## src/rtl/spmv_mem_port_pkg.sv

```systemverilog
// Shared field positions, entry layouts and helpers for the spmv memory-port responder.
`timescale 1ns/1ps
package spmv_mem_port_pkg;
  localparam int ADDR_W         = 48;
  localparam int DATA_W         = 64;
  localparam int TAG_W          = 3;
  localparam int RDCTL_W        = 32;
  localparam int RDCTL_WACK_BIT = 31;
  localparam int ST_CNT_W       = 16;
  localparam int REQ_ENTRY_W    = 1 + ADDR_W + DATA_W;  // 113
  localparam int RSP_ENTRY_W    = TAG_W + DATA_W;       // 67

  typedef struct packed {
    logic              st;
    logic [ADDR_W-1:0] addr;
    logic [DATA_W-1:0] data;
  } req_entry_t;

  typedef struct packed {
    logic [TAG_W-1:0]  tag;
    logic [DATA_W-1:0] data;
  } rsp_entry_t;

  function automatic logic [31:0] sat_inc32(input logic [31:0] v, input logic en);
    return (en && (v != '1)) ? v + 32'd1 : v;
  endfunction
endpackage

```

## src/rtl/std_fifo.sv

```systemverilog
// First-word-fall-through FIFO with occupancy count; pushes when full and pops when empty are ignored.
`timescale 1ns/1ps
module std_fifo #(
  parameter int WIDTH = 8,
  parameter int DEPTH = 16,
  localparam int CW = $clog2(DEPTH) + 1
) (
  input  logic             clk,
  input  logic             rst,
  input  logic             push,
  input  logic [WIDTH-1:0] din,
  input  logic             pop,
  output logic [WIDTH-1:0] dout,
  output logic             empty,
  output logic             full,
  output logic [CW-1:0]    count
);
  localparam int PW = (DEPTH > 1) ? $clog2(DEPTH) : 1;

  logic [WIDTH-1:0] mem [DEPTH];
  logic [PW-1:0]    wr_ptr, rd_ptr;
  logic             do_push, do_pop;

  assign empty   = (count == '0);
  assign full    = (count == CW'(DEPTH));
  assign do_push = push && !full;
  assign do_pop  = pop && !empty;
  assign dout    = mem[rd_ptr];

  function automatic logic [PW-1:0] next_ptr(input logic [PW-1:0] p);
    return (p == PW'(DEPTH - 1)) ? '0 : p + 1'b1;
  endfunction

  always_ff @(posedge clk or posedge rst) begin
    if (rst) begin
      wr_ptr <= '0;
      rd_ptr <= '0;
      count  <= '0;
    end else begin
      if (do_push) wr_ptr <= next_ptr(wr_ptr);
      if (do_pop)  rd_ptr <= next_ptr(rd_ptr);
      count <= count + CW'(do_push) - CW'(do_pop);
    end
  end

  always_ff @(posedge clk) begin
    if (do_push) mem[wr_ptr] <= din;
  end
endmodule

```

## src/rtl/spmv_mem_port.sv

```systemverilog
// Memory-side responder between one spmv_pe memory port and one MC port.
// Optional build macro SPMV_MEM_PORT_STATS_EN adds saturating load/store/stall counters.
`timescale 1ns/1ps
module spmv_mem_port
  import spmv_mem_port_pkg::*;
#(
  parameter int REQ_DEPTH = 16,
  parameter int REQ_SLACK = 4,
  parameter int RSP_DEPTH = 16
) (
  input  logic                clk,
  input  logic                rst,
  input  logic                req_mem_ld,
  input  logic                req_mem_st,
  input  logic [ADDR_W-1:0]   req_mem_addr,
  input  logic [DATA_W-1:0]   req_mem_d_or_tag,
  output logic                req_mem_stall,
  output logic                rsp_mem_push,
  output logic [TAG_W-1:0]    rsp_mem_tag,
  output logic [DATA_W-1:0]   rsp_mem_q,
  input  logic                rsp_mem_stall,
  output logic                mc_req_ld,
  output logic                mc_req_st,
  output logic [ADDR_W-1:0]   mc_req_vadr,
  output logic [DATA_W-1:0]   mc_req_wrd_rdctl,
  input  logic                mc_rd_rq_stall,
  input  logic                mc_wr_rq_stall,
  input  logic                mc_rsp_push,
  input  logic [RDCTL_W-1:0]  mc_rsp_rdctl,
  input  logic [DATA_W-1:0]   mc_rsp_data,
  output logic                mc_rsp_stall,
  output logic                idle,
  output logic                err,
  output logic [31:0]         stat_loads,
  output logic [31:0]         stat_stores,
  output logic [31:0]         stat_stall_cycles
);
  localparam int REQ_CW = $clog2(REQ_DEPTH) + 1;
  localparam int LD_W   = $clog2(RSP_DEPTH) + 1;

  // Handshakes: *_ld/*_st/*_push are one-cycle valid pulses, one transfer each;
  // *_stall is the inverse of ready and is honoured by the sender with slack.
  req_entry_t          req_in, req_head;
  rsp_entry_t          rsp_in, rsp_head;
  logic                req_wr, req_push, req_empty, req_full;
  logic [REQ_CW-1:0]   req_count;
  logic                rsp_push, rsp_pop, rsp_empty, rsp_full;
  logic [LD_W-1:0]     rsp_count;
  logic [LD_W-1:0]     ld_out;
  logic [ST_CNT_W-1:0] st_out;
  logic                can_issue, ld_issue, st_issue;
  logic                wack, ld_rsp, st_dec, err_set;
  logic                unused_rdctl;

  assign req_wr   = req_mem_ld | req_mem_st;
  assign req_push = req_wr & ~req_full;
  assign req_in   = '{st: req_mem_st, addr: req_mem_addr, data: req_mem_d_or_tag};

  std_fifo #(.WIDTH(REQ_ENTRY_W), .DEPTH(REQ_DEPTH)) u_req_fifo (
    .clk(clk), .rst(rst), .push(req_push), .din(req_in), .pop(can_issue),
    .dout(req_head), .empty(req_empty), .full(req_full), .count(req_count)
  );

  // Head-of-line issue: a blocked head holds back everything queued behind it.
  assign can_issue = !req_empty &&
                     (req_head.st ? !mc_wr_rq_stall
                                  : (!mc_rd_rq_stall && (ld_out < LD_W'(RSP_DEPTH))));
  assign ld_issue  = can_issue && !req_head.st;
  assign st_issue  = can_issue &&  req_head.st;

  assign wack     = mc_rsp_push &  mc_rsp_rdctl[RDCTL_WACK_BIT];
  assign ld_rsp   = mc_rsp_push & ~mc_rsp_rdctl[RDCTL_WACK_BIT];
  assign rsp_push = ld_rsp & ~rsp_full;
  assign rsp_in   = '{tag: mc_rsp_rdctl[TAG_W-1:0], data: mc_rsp_data};
  assign rsp_pop  = !rsp_empty && !rsp_mem_stall;
  assign st_dec   = wack && (st_out != '0);
  assign unused_rdctl = ^mc_rsp_rdctl[RDCTL_WACK_BIT-1:TAG_W];

  std_fifo #(.WIDTH(RSP_ENTRY_W), .DEPTH(RSP_DEPTH)) u_rsp_fifo (
    .clk(clk), .rst(rst), .push(rsp_push), .din(rsp_in), .pop(rsp_pop),
    .dout(rsp_head), .empty(rsp_empty), .full(rsp_full), .count(rsp_count)
  );

  assign err_set = (req_mem_ld & req_mem_st) | (req_wr & req_full) |
                   (wack & (st_out == '0)) | (ld_rsp & rsp_full);

  always_ff @(posedge clk or posedge rst) begin
    if (rst) begin
      mc_req_ld        <= 1'b0;
      mc_req_st        <= 1'b0;
      mc_req_vadr      <= '0;
      mc_req_wrd_rdctl <= '0;
      rsp_mem_push     <= 1'b0;
      rsp_mem_tag      <= '0;
      rsp_mem_q        <= '0;
      req_mem_stall    <= 1'b0;
      mc_rsp_stall     <= 1'b0;
      ld_out           <= '0;
      st_out           <= '0;
      err              <= 1'b0;
    end else begin
      mc_req_ld <= ld_issue;
      mc_req_st <= st_issue;
      if (can_issue) begin
        mc_req_vadr      <= req_head.addr;
        mc_req_wrd_rdctl <= req_head.st ? req_head.data
                                        : {{(DATA_W-TAG_W){1'b0}}, req_head.data[TAG_W-1:0]};
      end
      rsp_mem_push <= rsp_pop;
      if (rsp_pop) begin
        rsp_mem_tag <= rsp_head.tag;
        rsp_mem_q   <= rsp_head.data;
      end
      req_mem_stall <= (req_count >= REQ_CW'(REQ_DEPTH - REQ_SLACK));
      mc_rsp_stall  <= (rsp_count >= LD_W'(RSP_DEPTH - 2));
      // Load credits are returned only when the PE takes the data.
      case ({ld_issue, rsp_pop})
        2'b10:   ld_out <= ld_out + 1'b1;
        2'b01:   ld_out <= ld_out - 1'b1;
        default: ;
      endcase
      if (st_issue && !st_dec)      st_out <= st_out + 1'b1;
      else if (!st_issue && st_dec) st_out <= st_out - 1'b1;
      if (err_set) err <= 1'b1;
    end
  end

  assign idle = req_empty && rsp_empty && (ld_out == '0) && (st_out == '0) &&
                !mc_req_ld && !mc_req_st && !rsp_mem_push;

`ifdef SPMV_MEM_PORT_STATS_EN
  always_ff @(posedge clk or posedge rst) begin
    if (rst) begin
      stat_loads        <= '0;
      stat_stores       <= '0;
      stat_stall_cycles <= '0;
    end else begin
      stat_loads        <= sat_inc32(stat_loads, ld_issue);
      stat_stores       <= sat_inc32(stat_stores, st_issue);
      stat_stall_cycles <= sat_inc32(stat_stall_cycles, req_mem_stall);
    end
  end
`else
  assign stat_loads        = '0;
  assign stat_stores       = '0;
  assign stat_stall_cycles = '0;
`endif
endmodule
```

## config.mk

```make
export PLATFORM = sky130hd
export DESIGN_NAME = spmv_mem_port
export DESIGN_NICKNAME = d
export VERILOG_FILES = /design/src/rtl/spmv_mem_port_pkg.sv /design/src/rtl/std_fifo.sv /design/src/rtl/spmv_mem_port.sv
export SDC_FILE = /design/constraint.sdc
export NUM_CORES = 2
export LEC_CHECK = 0
export CORE_AREA = 2 2 496 498
export CTS_BUF_LIST = sky130_fd_sc_hd__clkbuf_4
export CTS_CLUSTER_SIZE = 10
export DETAILED_ROUTE_END_ITERATION = 10
export DIE_AREA = 0 0 498 500
export PLACE_DENSITY = 0.66
export SLEW_MARGIN = 15
export SYNTH_ARGS = -nofsm -noshare
export SYNTH_HDL_FRONTEND = slang
export SYNTH_HIERARCHICAL = 1
export SYNTH_SLANG_ARGS = --single-unit
export TNS_END_PERCENT = 50
```

## constraint.sdc

```tcl
create_clock -name clk -period 16.37 [get_ports clk]
set_input_delay 4.0925 -clock clk [delete_from_list [all_inputs] [get_ports clk]]
set_output_delay 4.0925 -clock clk [all_outputs]
set_load 0.01 [all_outputs]
```

======== Yosys cells after proc, flatten, opt, wreduce, memory -nomap -nowiden ========
Memories as Yosys holds them, arrays and structs flattened. A register that Yosys moved wholly into a read port is not among the register bits.
Index checks and enable logic that the tools add are counted.
storage, ports and cells
  register bits after elaboration ......... 165
  memory bits (writable) .................. 2880
  input port bits ......................... 216
  word-level logic and storage cells ...... 107
  memories kept ........................... 2
memories
  name            depth  bits a word  read ports  clocked after memory_dff  wr ports  RTL line        source
  u_req_fifo.mem  16     113          1           0                         1         std_fifo.sv:20  logic [WIDTH-1:0] mem [DEPTH];
  u_rsp_fifo.mem  16     67           1           1                         1         std_fifo.sv:20
operators by class
  add/subtract/negate cells ............... 12
  magnitude comparators ................... 3
  equality and inequality tests ........... 8
  multiplexer cells ....................... 13
  bitwise operators ....................... 15
  reductions and logical operators ........ 38
operators by type and width
  kind                   count
  $mux 64                1
  $mux 16                2
  $logic_and 1x1->1      18
  $add 16x1->16 const B  1
  $add 4x1->4 const B    4
  $eq 4x4->1 const B     4
  $logic_not 16->1       1
  $mux 4                 4
  $reduce_bool 16->1     1
  $sub 16x1->16 const B  1
  $logic_not 5->1        3
  $logic_not 1->1        13
  $add 5x1->5            2
  $eq 5x5->1 const B     2
  $ge 5x4->1 const B     2
  $pmux 5 s2             1
  $sub 5x1->5            2
  $and 1x1->1            8
  $add 5x1->5 const B    1
  $lt 5x5->1 const B     1
  $mux 1                 5
  $sub 5x1->5 const B    1
  $or 1x1->1             4
  $reduce_bool 2->1      2
  other kinds (3)        5

======== Logic depth before layout (Yosys ltp) ========
  depth in word-level cells ............... 9
  gate-level depth with buffers ........... 21
  mapped depth without buffers ............ 16

======== Hierarchy ========
Netlist, hierarchy kept.
modules (own cells, without submodules)
  module                 instances  cells each  area an instance (sq um)
  std_fifo (u_req_fifo)  1          3346        70050.9
  std_fifo (u_rsp_fifo)  1          2019        41823.9
  spmv_mem_port          1          806         9202.6

======== Worst setup path after synthesis ========
No wires, ideal clock.
  kind .................................... input to register
  start ................................... input port req_mem_st
  end ..................................... memory u_req_fifo/mem[1][0] in the netlist's numbering (enable)
  library setup time ...................... 902 ps
  arrival time ............................ 16053 ps
  required time ........................... 15468 ps
  slack ................................... -585 ps
  stages on the path ...................... 5
  path buffers ............................ 0
  cell sequence ........................... nor2_1 -> nor2_1 -> and2_1 -> inv_1 -> nor4b_1
between the ends
  longest elaborated chain between the ends .. 5
RTL lines
  item                          RTL line             source
  start, declared               spmv_mem_port.sv:14  input logic req_mem_st,
  $or 1x1->1                    spmv_mem_port.sv:55  assign req_wr = req_mem_ld | req_mem_st;
  $and 1x1->1                   spmv_mem_port.sv:56  assign req_push = req_wr & ~req_full;
  via req_push                  spmv_mem_port.sv:45  logic req_wr, req_push, req_empty, req_full;
  $logic_and 1x1->1             std_fifo.sv:26       assign do_push = push && !full;
  $mux 1                        std_fifo.sv:47       if (do_push) mem[wr_ptr] <= din;
  $mux 1 (implied by the code)  std_fifo.sv:47
  end, declared                 std_fifo.sv:20
The timed path passes the listed nets, and every way through them passes these cells.

======== Worst setup path after layout ========
  start ................................... register u_rsp_fifo.count[2]
  end ..................................... output port idle
between the ends
  longest elaborated chain between the ends .. 7
RTL lines
  item                             RTL line              source
  start, declared                  std_fifo.sv:16        output logic [CW-1:0] count
  start signal, assigned           std_fifo.sv:42        count <= count + CW'(do_push) - CW'(do_pop);
  $logic_not 5->1                  std_fifo.sv:24        assign empty = (count == '0);
  via rsp_empty                    spmv_mem_port.sv:47   logic rsp_push, rsp_pop, rsp_empty, rsp_full;
  $logic_and 1x1->1 (4 in series)  spmv_mem_port.sv:128  assign idle = req_empty && rsp_empty && (ld_out == '0) && (st_out == '0) &&
  $logic_and 1x1->1 (2 in series)  spmv_mem_port.sv:129  !mc_req_ld && !mc_req_st && !rsp_mem_push;
  end, declared                    spmv_mem_port.sv:32   output logic idle,
The timed path passes the listed nets, and every way through them passes these cells.

==> impl_summary.log <==
[metrics] via/cell ratio: 5.84
[metrics] pins over their slew limit: 0
[metrics] register-to-register setup slack: 10430 ps
[metrics] floorplan die width: 498 um
[metrics] fraction of synthesis flops using an asynchronous set or reset pin: 7.46%
[metrics] number of flops mapped to enable cells by yosys: 2880
[metrics] total chip power: 24.5 mW
[metrics] Mapped Avg Cell Area: 19.6 um^2
[metrics] Crit path max-delay family: simple AND/OR/NAND/NOR gates
[metrics] leading cell types by total area after synthesis: sky130_fd_sc_hd__edfxtp_1 71%, sky130_fd_sc_hd__mux4_2 6.7%, sky130_fd_sc_hd__dfrtp_1 4.8%, sky130_fd_sc_hd__mux2_2 4.0%, sky130_fd_sc_hd__mux2i_1 3.0%
[metrics] hold slack final: 473 ps
[metrics] number of nets in the finished design: 7324
[metrics] cell-by-cell trace of the critical path: inv_1, ha_1, or4b_1, inv_1, nor4b_1, nand3_1, nor3_1, clkdlybuf4s50_1
[metrics] register area share after synthesis: 76.2%
[metrics] share of Yosys cell area claimed by the top area cell type: 71.4%
[metrics] total die area: 249000 um^2
[metrics] power per cell area: 178 nW/um^2
[metrics] critical path fanouts, max: 4
[metrics] time the worst path needs with I/O delays and setup: 8170 ps
[metrics] vias: 64000
[metrics] worst setup path startpoint: u_rsp_fifo/count[2]
[metrics] Critical R2R Launch: u_req_fifo/rd_ptr[0]
[metrics] detailed-route wire length per cell: 26.8 um
[metrics] Layout area overhead: 13.8%
[metrics] filler cell count in the final layout: 18700
[metrics] antenna-violating nets left: 0
[metrics] met2 wire length: 142 mm
[metrics] Worst Path Required: 12280 ps
[metrics] measured slew at the worst slew-check pin: 1220 ps
[metrics] wire length the detailed router placed on met1: 120 mm
[metrics] Setup crit start kind: register
[metrics] result of the run: complete, no violations
[metrics] Max-Cap Viols: 0
[metrics] worst-case reg-to-reg path depth: 19
[metrics] upper clock frequency limit: 122 MHz
[metrics] placer's final routability congestion estimate: 0.750
[metrics] largest family of logic cells by synthesized area: multiplexers
[metrics] Clock transition at path regs: 60 ps
[metrics] Tightest Hold Check Type: reg2reg
[metrics] post-synth design cell area: 121000 um^2
[metrics] Total GRT Usage: 23.3%
[metrics] end of the worst hold path: mc_req_vadr[17]
[metrics] pin count of the biggest net entering global routing: 154
[metrics] synthesized-area fraction occupied by xor and xnor cells: 0.203%
[metrics] flip-flop and latch area: 92300 um^2
[metrics] post-cts sizing count: 0
[metrics] synthesized-area fraction occupied by and/or/nand/nor cells: 2.22%
[metrics] number of instances in the synthesized netlist: 6171
[metrics] static power due to leakage: 46.9 nW
[metrics] core area: 244000 um^2
[metrics] CP Data Arrival Time: 4070 ps
[metrics] VDD IR-drop max: 0.174 mV
[metrics] Initial Util: 49.6%
[metrics] wire length on met3: 23.7 mm
[metrics] CP max stage delay: 610 ps
[metrics] most frequently used flop master after synthesis: sky130_fd_sc_hd__edfxtp_1
[metrics] number of register bits inferred by synthesis: 3112
[metrics] crit path capture type: output pin
[metrics] number of global-route vias before repair: 66200
[metrics] RSZ-0062 raised after global routing: no
[metrics] Max H-tree Level: 6
[metrics] fraction of the cycle the final worst path needs: 49.9%
[metrics] slowest stage cell on the critical path: sky130_fd_sc_hd__or4b_1
[metrics] CTS tree: done
[metrics] Num CTS Buffers: 780
[metrics] Setup Fix Bufs, Post-CTS: 0
[metrics] most used cell, CP: sky130_fd_sc_hd__inv_1
[metrics] worst skew pair latency: 1440 ps
[metrics] total grt overflow: 0
[metrics] hold path startpoint: mc_req_vadr[17]
[metrics] mux contribution to synthesized area: 13.7%
[metrics] clk sinks: 3112
[metrics] most instantiated library cell after synthesis: sky130_fd_sc_hd__edfxtp_1
[metrics] max_slew headroom: 18.2%
[metrics] biggest area consumer among synthesized cells: sky130_fd_sc_hd__edfxtp_1
[metrics] hold path depth: 2
[metrics] CTS root buffer: sky130_fd_sc_hd__clkbuf_4
[metrics] sum of routed wire length over all layers: 293 mm
[metrics] Starting DRT DRC Count: 5780
[metrics] commonest cells in the netlist: 2880 x sky130_fd_sc_hd__edfxtp_1, 435 x sky130_fd_sc_hd__mux2_2, 371 x sky130_fd_sc_hd__nor2_1, 363 x sky130_fd_sc_hd__mux2i_1, 360 x sky130_fd_sc_hd__mux4_2
[metrics] antenna violations before repair: 62
[metrics] fraction of layout instances using a drive strength above 1: 29.1%
[metrics] io pins: 498
[metrics] CP Class: reg2out
[metrics] area of combinational cells with multiple inputs: 26400 um^2
[metrics] count of endpoints failing setup in the final report: 0
[metrics] final-report hold violation count: 0
[metrics] highest routed layer: met5
[metrics] reg-to-reg endpoint: u_req_fifo/count[4]
[metrics] floorplan die height: 500 um
[metrics] count of warnings emitted by yosys: 6
[metrics] count of buffers inserted at the top-level ports: 373
[metrics] finished layout cell area: 138000 um^2
[metrics] CTS Hold Buffers Added: 0
[metrics] post-synthesis adder-cell area fraction: 0.498%
[metrics] post-synthesis compound-gate area fraction: 4.68%
[metrics] number of standard-cell rows in the floorplan: 182
[metrics] global-route wire length before repair: 428 mm
[metrics] remaining routing DRC violations: 0
[metrics] first-pass iteration count of the detailed router: 5
[metrics] buffers plus inverters on the worst setup path: 3
[metrics] post-detailed-placement cell area: 127000 um^2
[metrics] Detail Placement HPWL: 145 mm
[metrics] worst clock skew: 147 ps
[metrics] Max Buffers Root-to-Sink: 4
[metrics] number of distinct library cell variants in the gate-level netlist after synthesis: 74
-- registers in the layout (all words and copies together) (netlist names) --
register,flops
st_out,16
rsp_mem_q,64
u_rsp_fifo/mem,1072
rsp_mem_tag,3
u_rsp_fifo/count,5
mc_rsp_stall,1
u_req_fifo/count,5
u_req_fifo/rd_ptr,4
mc_req_st,1
mc_req_vadr,48
mc_req_ld,1
rsp_mem_push,1
mc_req_wrd_rdctl,64
req_mem_stall,1
ld_out,5
u_rsp_fifo/wr_ptr,4
u_req_fifo/mem,1808
u_req_fifo/wr_ptr,4
u_rsp_fifo/rd_ptr,4
err,1
-- where the power goes --
part	internal, mW	switching, mW
clock	3.49	3.04
combinational	3.21	4.33
sequential	9.82	0.633
-- cell type report --
type / count / area share [%]
Multi-Input combinational cell: 2654 / 19.2
Antenna cell: 28 / 0.0509
Sequential cell: 3112 / 67.0
Timing Repair Buffer: 478 / 3.34
Clock inverter: 200 / 0.746
Inverter: 37 / 0.107
Clock buffer: 1224 / 6.67
Tap cell: 3220 / 2.92
-- layout by cell type, fill, tap and decap left out, types with 6 or more instances in the layout --
master | synthesis | layout
sky130_fd_sc_hd__bufinv_16 | 0 | 6
sky130_fd_sc_hd__buf_12 | 1 | 6
sky130_fd_sc_hd__dfrtp_4 | 0 | 8
sky130_fd_sc_hd__nand2_1 | 181 | 179
sky130_fd_sc_hd__clkbuf_4 | 0 | 1224
sky130_fd_sc_hd__mux4_2 | 360 | 360
sky130_fd_sc_hd__ha_1 | 41 | 41
sky130_fd_sc_hd__a21oi_1 | 23 | 23
sky130_fd_sc_hd__inv_6 | 0 | 11
sky130_fd_sc_hd__dfrtp_1 | 232 | 224
sky130_fd_sc_hd__conb_1 | 1 | 96
sky130_fd_sc_hd__a22o_1 | 61 | 61
sky130_fd_sc_hd__nor2_1 | 371 | 369
sky130_fd_sc_hd__xnor2_1 | 13 | 13
sky130_fd_sc_hd__clkinv_1 | 1 | 145
sky130_fd_sc_hd__clkinv_2 | 0 | 16
sky130_fd_sc_hd__a21o_1 | 7 | 7
sky130_fd_sc_hd__diode_2 | 0 | 28
sky130_fd_sc_hd__a221o_1 | 181 | 181
sky130_fd_sc_hd__mux2i_1 | 363 | 363
sky130_fd_sc_hd__clkinvlp_4 | 0 | 11
sky130_fd_sc_hd__mux2_2 | 435 | 435
sky130_fd_sc_hd__buf_4 | 128 | 99
sky130_fd_sc_hd__nand3_1 | 9 | 9
sky130_fd_sc_hd__nor4b_2 | 0 | 8
sky130_fd_sc_hd__xor2_1 | 15 | 15
sky130_fd_sc_hd__and3_4 | 1 | 9
sky130_fd_sc_hd__inv_1 | 36 | 35
sky130_fd_sc_hd__and2_4 | 0 | 10
sky130_fd_sc_hd__and4_4 | 0 | 8
sky130_fd_sc_hd__clkdlybuf4s50_1 | 0 | 373
sky130_fd_sc_hd__o22ai_1 | 180 | 180
sky130_fd_sc_hd__o221ai_1 | 180 | 180
sky130_fd_sc_hd__o21ai_0 | 18 | 18
sky130_fd_sc_hd__edfxtp_1 | 2880 | 2880
sky130_fd_sc_hd__inv_2 | 0 | 11
-- routing by layer --
layer / track usage, % / vias to the layer above
met2: 37.2 / 2622
met3: 5.60 / 456
met1: 31.3 / 33400
met5: 0 / -
met4: 8.35 / 48
li1: - / 27400
-- per-stage QoR --
stage               utilization, %  std cells  setup WS [ps]  setup TNS (ps)
floorplan                        -       6266           -585         -257320
global placement              52.2       9501           7860               0
detailed placement            52.2       9501           7790               0
CTS                           56.4      10900           7970               0
global route                  56.4      10900           7840               0
finish                        56.4      11000           8200               0
-- worst min-delay path, stage by stage, from the launching register on --
cell,delay (ps)
sky130_fd_sc_hd__dfrtp_1,340
sky130_fd_sc_hd__nand2_1,50
sky130_fd_sc_hd__nand2_1,50
-- kinds of logic (layout without fill, tap and decap cells) --
group / after synthesis / in the layout
adder cells (fa/ha/maj): 46 / 46
multiplexers: 1158 / 1158
flip-flops: 3112 / 3112
buffers and inverters: 500 / 1939
other: 1 / 124
XOR/XNOR: 28 / 28
AND/OR/NAND/NOR: 636 / 636
AO/OA/AOI/OAI: 690 / 690
-- worst max-delay path by stage --
stage / endpoint / slack [ps] / depth (start not counted)
2_1_floorplan: u_req_fifo/mem[1][0] / -580 / 5
6_report: idle / 8200 / 8
5_1_grt: idle / 7840 / 8
4_1_cts: idle / 7970 / 8
3_5_place_dp: u_req_fifo/mem[5][61] / 7790 / 7
3_3_place_gp: u_req_fifo/mem[5][61] / 7860 / 7
Note: power is estimated with default switching activity, not from simulation.
